**config.mk**
```make
export PLATFORM = sky130hd
export DESIGN_NAME = tft_power_sequencer
export DESIGN_NICKNAME = d
export VERILOG_FILES = /design/src/rtl/tft_power_sequencer.sv
export SDC_FILE = /design/constraint.sdc
export NUM_CORES = 1
export LEC_CHECK = 0
export CAP_MARGIN = 10
export CORE_ASPECT_RATIO = 0.6
export CORE_MARGIN = 2
export CORE_UTILIZATION = 56
export CTS_CLUSTER_DIAMETER = 30
export DETAILED_ROUTE_END_ITERATION = 8
export GPL_ROUTABILITY_DRIVEN = 0
export HOLD_SLACK_MARGIN = 0.12
export MAX_ROUTING_LAYER = met4
export PLACE_DENSITY = 0.87
export SYNTH_ARGS = -nofsm -noshare
export SYNTH_HDL_FRONTEND = slang
export SYNTH_SLANG_ARGS = --single-unit
```
**constraint.sdc**
```tcl
create_clock -name tft_clk -period 6.3 [get_ports tft_clk]
set_clock_uncertainty 0.15 [all_clocks]
set_input_delay 1.26 -clock tft_clk [delete_from_list [all_inputs] [get_ports tft_clk]]
set_output_delay 1.26 -clock tft_clk [all_outputs]
set_load 0.05 [all_outputs]
```
**src/rtl/tft_power_sequencer.sv**
```systemverilog
// -----------------------------------------------------------------------------
// tft_power_sequencer
//
// Power-up / power-down sequencer for a TFT panel: VDD first, then display
// enable, then a frame-paced backlight ramp; the reverse on power-down.
// Also latches touch samples and releases them to the outputs only on frame
// boundaries so the rest of the system never sees a coordinate change
// mid-frame.
//
// Ports
//   tft_clk            sole clock, rising edge
//   rstb               asynchronous active-low reset
//   power_req          level, 1 = panel should be on
//   target_duty[7:0]   requested backlight duty
//   new_frame          frame marker from the TFT timing generator
//   touch_valid        one-cycle strobe qualifying touch_x_in/touch_y_in
//   touch_x_in[11:0]   raw touch X
//   touch_y_in[11:0]   raw touch Y
//   tft_vdd_en         panel VDD enable
//   tft_display_en     panel display enable
//   duty_cycle[7:0]    backlight PWM duty
//   frequency_division backlight PWM divider (constant PWM_DIV)
//   touch_x[11:0]      frame-aligned, clamped touch X
//   touch_y[11:0]      frame-aligned, clamped touch Y
//   ready              panel fully on (RUN)
//   state[2:0]         current sequencer state code
// -----------------------------------------------------------------------------
module tft_power_sequencer #(
  parameter logic [15:0] VDD_WAIT    = 16'd1000,
  parameter logic [3:0]  DISP_FRAMES = 4'd4,
  parameter logic [7:0]  RAMP_STEP   = 8'd8,
  parameter logic [31:0] PWM_DIV     = 32'd1000
) (
  input  logic        tft_clk,
  input  logic        rstb,
  input  logic        power_req,
  input  logic [7:0]  target_duty,
  input  logic        new_frame,
  input  logic        touch_valid,
  input  logic [11:0] touch_x_in,
  input  logic [11:0] touch_y_in,
  output logic        tft_vdd_en,
  output logic        tft_display_en,
  output logic [7:0]  duty_cycle,
  output logic [31:0] frequency_division,
  output logic [11:0] touch_x,
  output logic [11:0] touch_y,
  output logic        ready,
  output logic [2:0]  state
);

  localparam logic [2:0] ST_OFF       = 3'b000;
  localparam logic [2:0] ST_VDD_UP    = 3'b001;
  localparam logic [2:0] ST_DISP_UP   = 3'b010;
  localparam logic [2:0] ST_RAMP_UP   = 3'b011;
  localparam logic [2:0] ST_RUN       = 3'b100;
  localparam logic [2:0] ST_RAMP_DOWN = 3'b101;
  localparam logic [2:0] ST_DISP_DOWN = 3'b110;

  localparam logic [11:0] X_MAX   = 12'd479;
  localparam logic [11:0] Y_MAX   = 12'd271;
  localparam logic [11:0] X_RESET = 12'd240;
  localparam logic [11:0] Y_RESET = 12'd136;

  // Upward step limited to the target; the sum is formed in 9 bits so a
  // duty near 255 saturates at the target instead of wrapping.
  function automatic logic [7:0] ramp_up_duty(input logic [7:0] d, input logic [7:0] t);
    logic [8:0] sum;
    sum = {1'b0, d} + {1'b0, RAMP_STEP};
    return (sum > {1'b0, t}) ? t : sum[7:0];
  endfunction

  // Downward step saturating at zero.
  function automatic logic [7:0] ramp_down_duty(input logic [7:0] d);
    return (d > RAMP_STEP) ? (d - RAMP_STEP) : 8'd0;
  endfunction

  // Bidirectional move toward the target, never overshooting it.
  function automatic logic [7:0] toward_duty(input logic [7:0] d, input logic [7:0] t);
    logic [7:0] diff;
    diff = 8'd0;
    if (d < t) begin
      return ramp_up_duty(d, t);
    end else if (d > t) begin
      diff = d - t;
      return (diff > RAMP_STEP) ? (d - RAMP_STEP) : t;
    end
    return d;
  endfunction

  function automatic logic [11:0] clamp_coord(input logic [11:0] v, input logic [11:0] lim);
    return (v > lim) ? lim : v;
  endfunction

  logic        frame_prev;
  logic        frame_tick;
  logic [15:0] cnt;
  logic [15:0] cnt_nx;
  logic [3:0]  fcnt;
  logic [3:0]  fcnt_nx;
  logic [2:0]  state_nx;
  logic [7:0]  duty_nx;
  logic [11:0] shadow_x;
  logic [11:0] shadow_y;
  logic        pending;

  assign frame_tick         = new_frame & ~frame_prev;
  assign frequency_division = PWM_DIV;

  // Wait counters transition on the cycle the count would reach zero, so
  // each timed state lasts exactly VDD_WAIT cycles (and DISP_FRAMES ticks).
  always_comb begin
    state_nx = state;
    cnt_nx   = cnt;
    fcnt_nx  = fcnt;
    duty_nx  = duty_cycle;
    case (state)
      ST_OFF: begin
        duty_nx = 8'd0;
        if (power_req) begin
          state_nx = ST_VDD_UP;
          cnt_nx   = VDD_WAIT;
        end
      end
      ST_VDD_UP: begin
        duty_nx = 8'd0;
        if (!power_req) begin
          state_nx = ST_OFF;
          cnt_nx   = 16'd0;
        end else if (cnt <= 16'd1) begin
          state_nx = ST_DISP_UP;
          cnt_nx   = 16'd0;
          fcnt_nx  = DISP_FRAMES;
        end else begin
          cnt_nx = cnt - 16'd1;
        end
      end
      ST_DISP_UP: begin
        duty_nx = 8'd0;
        if (!power_req) begin
          state_nx = ST_DISP_DOWN;
          cnt_nx   = VDD_WAIT;
          fcnt_nx  = 4'd0;
        end else if (fcnt == 4'd0 || (frame_tick && fcnt == 4'd1)) begin
          state_nx = ST_RAMP_UP;
          fcnt_nx  = 4'd0;
        end else if (frame_tick) begin
          fcnt_nx = fcnt - 4'd1;
        end
      end
      ST_RAMP_UP: begin
        if (!power_req) begin
          state_nx = ST_RAMP_DOWN;
        end else if (duty_cycle == target_duty) begin
          state_nx = ST_RUN;
        end else if (frame_tick) begin
          duty_nx = ramp_up_duty(duty_cycle, target_duty);
        end
      end
      ST_RUN: begin
        if (!power_req) begin
          state_nx = ST_RAMP_DOWN;
        end else if (frame_tick) begin
          duty_nx = toward_duty(duty_cycle, target_duty);
        end
      end
      ST_RAMP_DOWN: begin
        if (power_req) begin
          state_nx = ST_RAMP_UP;
        end else if (duty_cycle == 8'd0) begin
          state_nx = ST_DISP_DOWN;
          cnt_nx   = VDD_WAIT;
        end else if (frame_tick) begin
          duty_nx = ramp_down_duty(duty_cycle);
        end
      end
      ST_DISP_DOWN: begin
        duty_nx = 8'd0;
        if (cnt <= 16'd1) begin
          state_nx = ST_OFF;
          cnt_nx   = 16'd0;
        end else begin
          cnt_nx = cnt - 16'd1;
        end
      end
      default: begin
        state_nx = ST_OFF;
        cnt_nx   = 16'd0;
        fcnt_nx  = 4'd0;
        duty_nx  = 8'd0;
      end
    endcase
  end

  // Enables and ready are decoded from the next state and registered so
  // they change on the same edge as the state code.
  always_ff @(posedge tft_clk or negedge rstb) begin
    if (!rstb) begin
      state          <= ST_OFF;
      cnt            <= 16'd0;
      fcnt           <= 4'd0;
      duty_cycle     <= 8'd0;
      tft_vdd_en     <= 1'b0;
      tft_display_en <= 1'b0;
      ready          <= 1'b0;
      frame_prev     <= 1'b0;
    end else begin
      state          <= state_nx;
      cnt            <= cnt_nx;
      fcnt           <= fcnt_nx;
      duty_cycle     <= duty_nx;
      tft_vdd_en     <= (state_nx != ST_OFF);
      tft_display_en <= (state_nx == ST_DISP_UP) || (state_nx == ST_RAMP_UP) ||
                        (state_nx == ST_RUN)     || (state_nx == ST_RAMP_DOWN);
      ready          <= (state_nx == ST_RUN);
      frame_prev     <= new_frame;
    end
  end

  // Touch path: the outputs take the old shadow on a tick while a
  // coincident strobe reloads the shadow and keeps the sample pending.
  always_ff @(posedge tft_clk or negedge rstb) begin
    if (!rstb) begin
      shadow_x <= X_RESET;
      shadow_y <= Y_RESET;
      pending  <= 1'b0;
      touch_x  <= X_RESET;
      touch_y  <= Y_RESET;
    end else begin
      if (frame_tick && pending) begin
        touch_x <= shadow_x;
        touch_y <= shadow_y;
        pending <= 1'b0;
      end
      if (touch_valid) begin
        shadow_x <= clamp_coord(touch_x_in, X_MAX);
        shadow_y <= clamp_coord(touch_y_in, Y_MAX);
        pending  <= 1'b1;
      end
    end
  end

endmodule

```
==> results.cfg <==
[route]
viasPerCell = 6.044
vias = 4249
drt_first_pass_iters = 7
drt_iter0_drc = 517
drc = 0
wl_per_cell_um = 17.79
wirelength_um = 12510
detail-route-antenna-nets = 0

[timing]
finalCriticalPeriod_ns = 4.309
hold_viol = 0
setup_violations = 0
maxSlewViolCount = 0
timing.hold.ws_ns = 0.3321
grt_setup_unrepaired = no
worst_pin_slew_ns = 1.231
slew_headroom_pct = 17.95
fmax_mhz = 232.1
setup_tns_ns = 0
finalCritPeriodShare_pct = 68.40

[grt]
grt_pass1_vias = 3980
antenna_found_initial = 0
grt_pass1_wl_um = 20440
grt.overflow.total = 0
grt_usage_pct = 27.06
grt_start_max_net_pins = 85

[yosys]
ys_types = 73
synth_seq_cells = 84
yosys-top-cells-area = dfrtp_1 (36%), dfstp_2 (6.3%), ha_1 (5.0%)
yosys_warnings = 0
syn_inst = 524
syn_avg_cell_area_sq_um = 9.616
yosys.area.top_type = dfrtp_1
seq_area_frac_synth_pct = 42.02
synth_common_cells = dfrtp_1 (72), o21ai_0 (49), nor2_1 (38), buf_4 (32), nand2_1 (31)
synth.cell_area_sq_mm = 0.005039
synth_edf_count = 0
yosysMostFrequentCell = dfrtp_1
synthArstFlopShare_pct = 100.0
synth_top_area_share_pct = 35.76
ys.flop_type = dfrtp_1

[final_layout]
fin_cells = 703
drive_gt1_share_pct = 11.51
design_area_sq_mm = 0.006002
area.growth.synth_to_final_pct = 19.12
final_nets = 644
fin_util_pct = 69.62
insertedDiodeCount = 0

[pwr]
p_int_uw = 1383
combPwrFrac_pct = 49.6
p_sw_share_pct = 46.34
seqPwrFrac_pct = 30.0
powerDensity_mw_per_mm2 = 429.4
p_sw_uw = 1194
vdd_drop_max_mv = 0.1694
clockPowerShare_pct = 20.4
leakage_uw = 0.002500

[critical_path]
critPathCaptureType = flop
cp-start-kind = input pin
required_ns = 6.40
cp.arrival_ns = 4.41
crit_type = in2reg
worstPathMaxFanout = 7

[clock_network]
cts_resized = 0
path_clk_slew_ns = 0.06
cts_buffers = 9
clk_latency_ns = 0.34
cts_max_level = 3
cts_root_buf = clkbuf_16
cts_setup_buffers = 0
clock_tree.buffer_depth = 2
cts.hold.buffers_added = 0
cts_tree = built
cts_sinks = 84

[job]
drv_cap = 0

[floorplanning]
core-area_sq_mm = 0.008621
start_util_pct = 58.45
rows = 26
top_level_ports = 107
die_w_um = 126.5
die_area_sq_mm = 0.009797
die_h_um = 77.48

[run_status]
status = complete, no violations

[placed_design]
io_buffers = 74
placed_cell_area_sq_mm = 0.005709
hpwlAfterDp_um = 8890
place_inst = 687

[worst_hold_path]
min_path_type = reg2reg
layer usage:
metal,track usage [%],part of all wire (%),vias to the layer above
met4,5.934,1.7,0
met2,40.21,45,206
met1,36.36,44,2059
met3,9.034,8.8,28
li1,-,-,1956
met5,-,0,-
cells by family (layout without fill, tap and decap cells):
family / Yosys count / in the layout / synth area share (%)
xor gates and xnor gates: 5 / 5 / 0.8693
adders and majority gates: 21 / 21 / 5.364
buffers and inverters: 84 / 121 / 8.741
AOI/OAI and AO/OA: 154 / 154 / 21.63
and+or+nand+nor: 154 / 154 / 16.79
other: 2 / 32 / 0.1490
DFF: 84 / 84 / 42.02
muxes: 20 / 20 / 4.445
per-stage QoR:
step,power (uW),worst slack [ns]
6_report,2577,1.991
5_1_grt,2736,1.893
4_1_cts,2553,2.100
3_5_place_dp,2010,1.739
3_3_place_gp,1959,1.960
2_1_floorplan,1700,2.721
sequential cells by signal (all words and copies together), names as in the netlist, 3 cells and up:
name and count:
cnt 16, touch_y 12, state 3, shadow_x 12
duty_cycle 8, fcnt 4, touch_x 12, shadow_y 12
cell type report:
type | instances | area, sq um
clock buffer | 11 | 232.7
clock inverter | 5 | 60.06
fill | 634 | 2619
inverter | 30 | 112.6
multi-input combinational | 386 | 2594
sequential | 84 | 2117
tap | 112 | 140.1
timing repair buffer | 75 | 745.7
power by group through the flow:
| stage | Sequential [uW] | Clock [uW] | Combinational [uW] |
|---|---|---|---|
| 2_1_floorplan | 849 | 0 | 851 |
| 3_3_place_gp | 771 | 0 | 1190 |
| 3_5_place_dp | 777 | 0 | 1230 |
| 4_1_cts | 770 | 530 | 1250 |
| 5_1_grt | 790 | 557 | 1390 |
| 6_report | 774 | 525 | 1280 |
worst max-delay path, cell delays in order:
cell and delay (ns):
clkdlybuf4s50_1 0.54, inv_1 0.06, ha_1 0.39, nor2_2 0.28, a2111oi_4 0.10, a2111oi_0 0.63
o2111ai_2 0.30, o22ai_2 0.44, a22oi_1 0.17, a211oi_1 0.24
cell usage in the layout, fill, tap and decap left out, types with 4 or more instances in the layout:
cell type / instances
o22a_1: 14
nor3_1: 9
a31oi_1: 8
nor2b_1: 18
and2_1: 4
dfstp_2: 12
mux2_2: 19
a21o_1: 7
o22ai_1: 5
dfrtp_1: 72
nor3b_1: 5
a21oi_1: 22
nand3_1: 8
o21ai_0: 49
nand2b_1: 9
nor2_1: 38
conb_1: 32
inv_1: 30
ha_1: 20
nand2_1: 31
o31ai_1: 8
clkdlybuf4s50_1: 73
clkbuf_16: 9
o211ai_1: 4
final timing paths:
check                                               start                         to  slack (ns)  depth (start not counted)
min in group asynchronous                            rstb        cnt[13]$_DFFE_PN0P_        0.93                          1
worst min register to register        pending$_DFFE_PN0P_        pending$_DFFE_PN0P_        0.33                          1
worst min-delay path                  pending$_DFFE_PN0P_        pending$_DFFE_PN0P_        0.33                          1
worst max register to register  duty_cycle[3]$_DFFE_PN0P_  duty_cycle[6]$_DFFE_PN0P_        2.74                         11
worst max-delay path                       target_duty[2]  duty_cycle[5]$_DFFE_PN0P_        1.99                         10
max in group asynchronous                            rstb        fcnt[1]$_DFFE_PN0P_        4.40                          1
No activity file was read; power rests on OpenSTA's default activity.
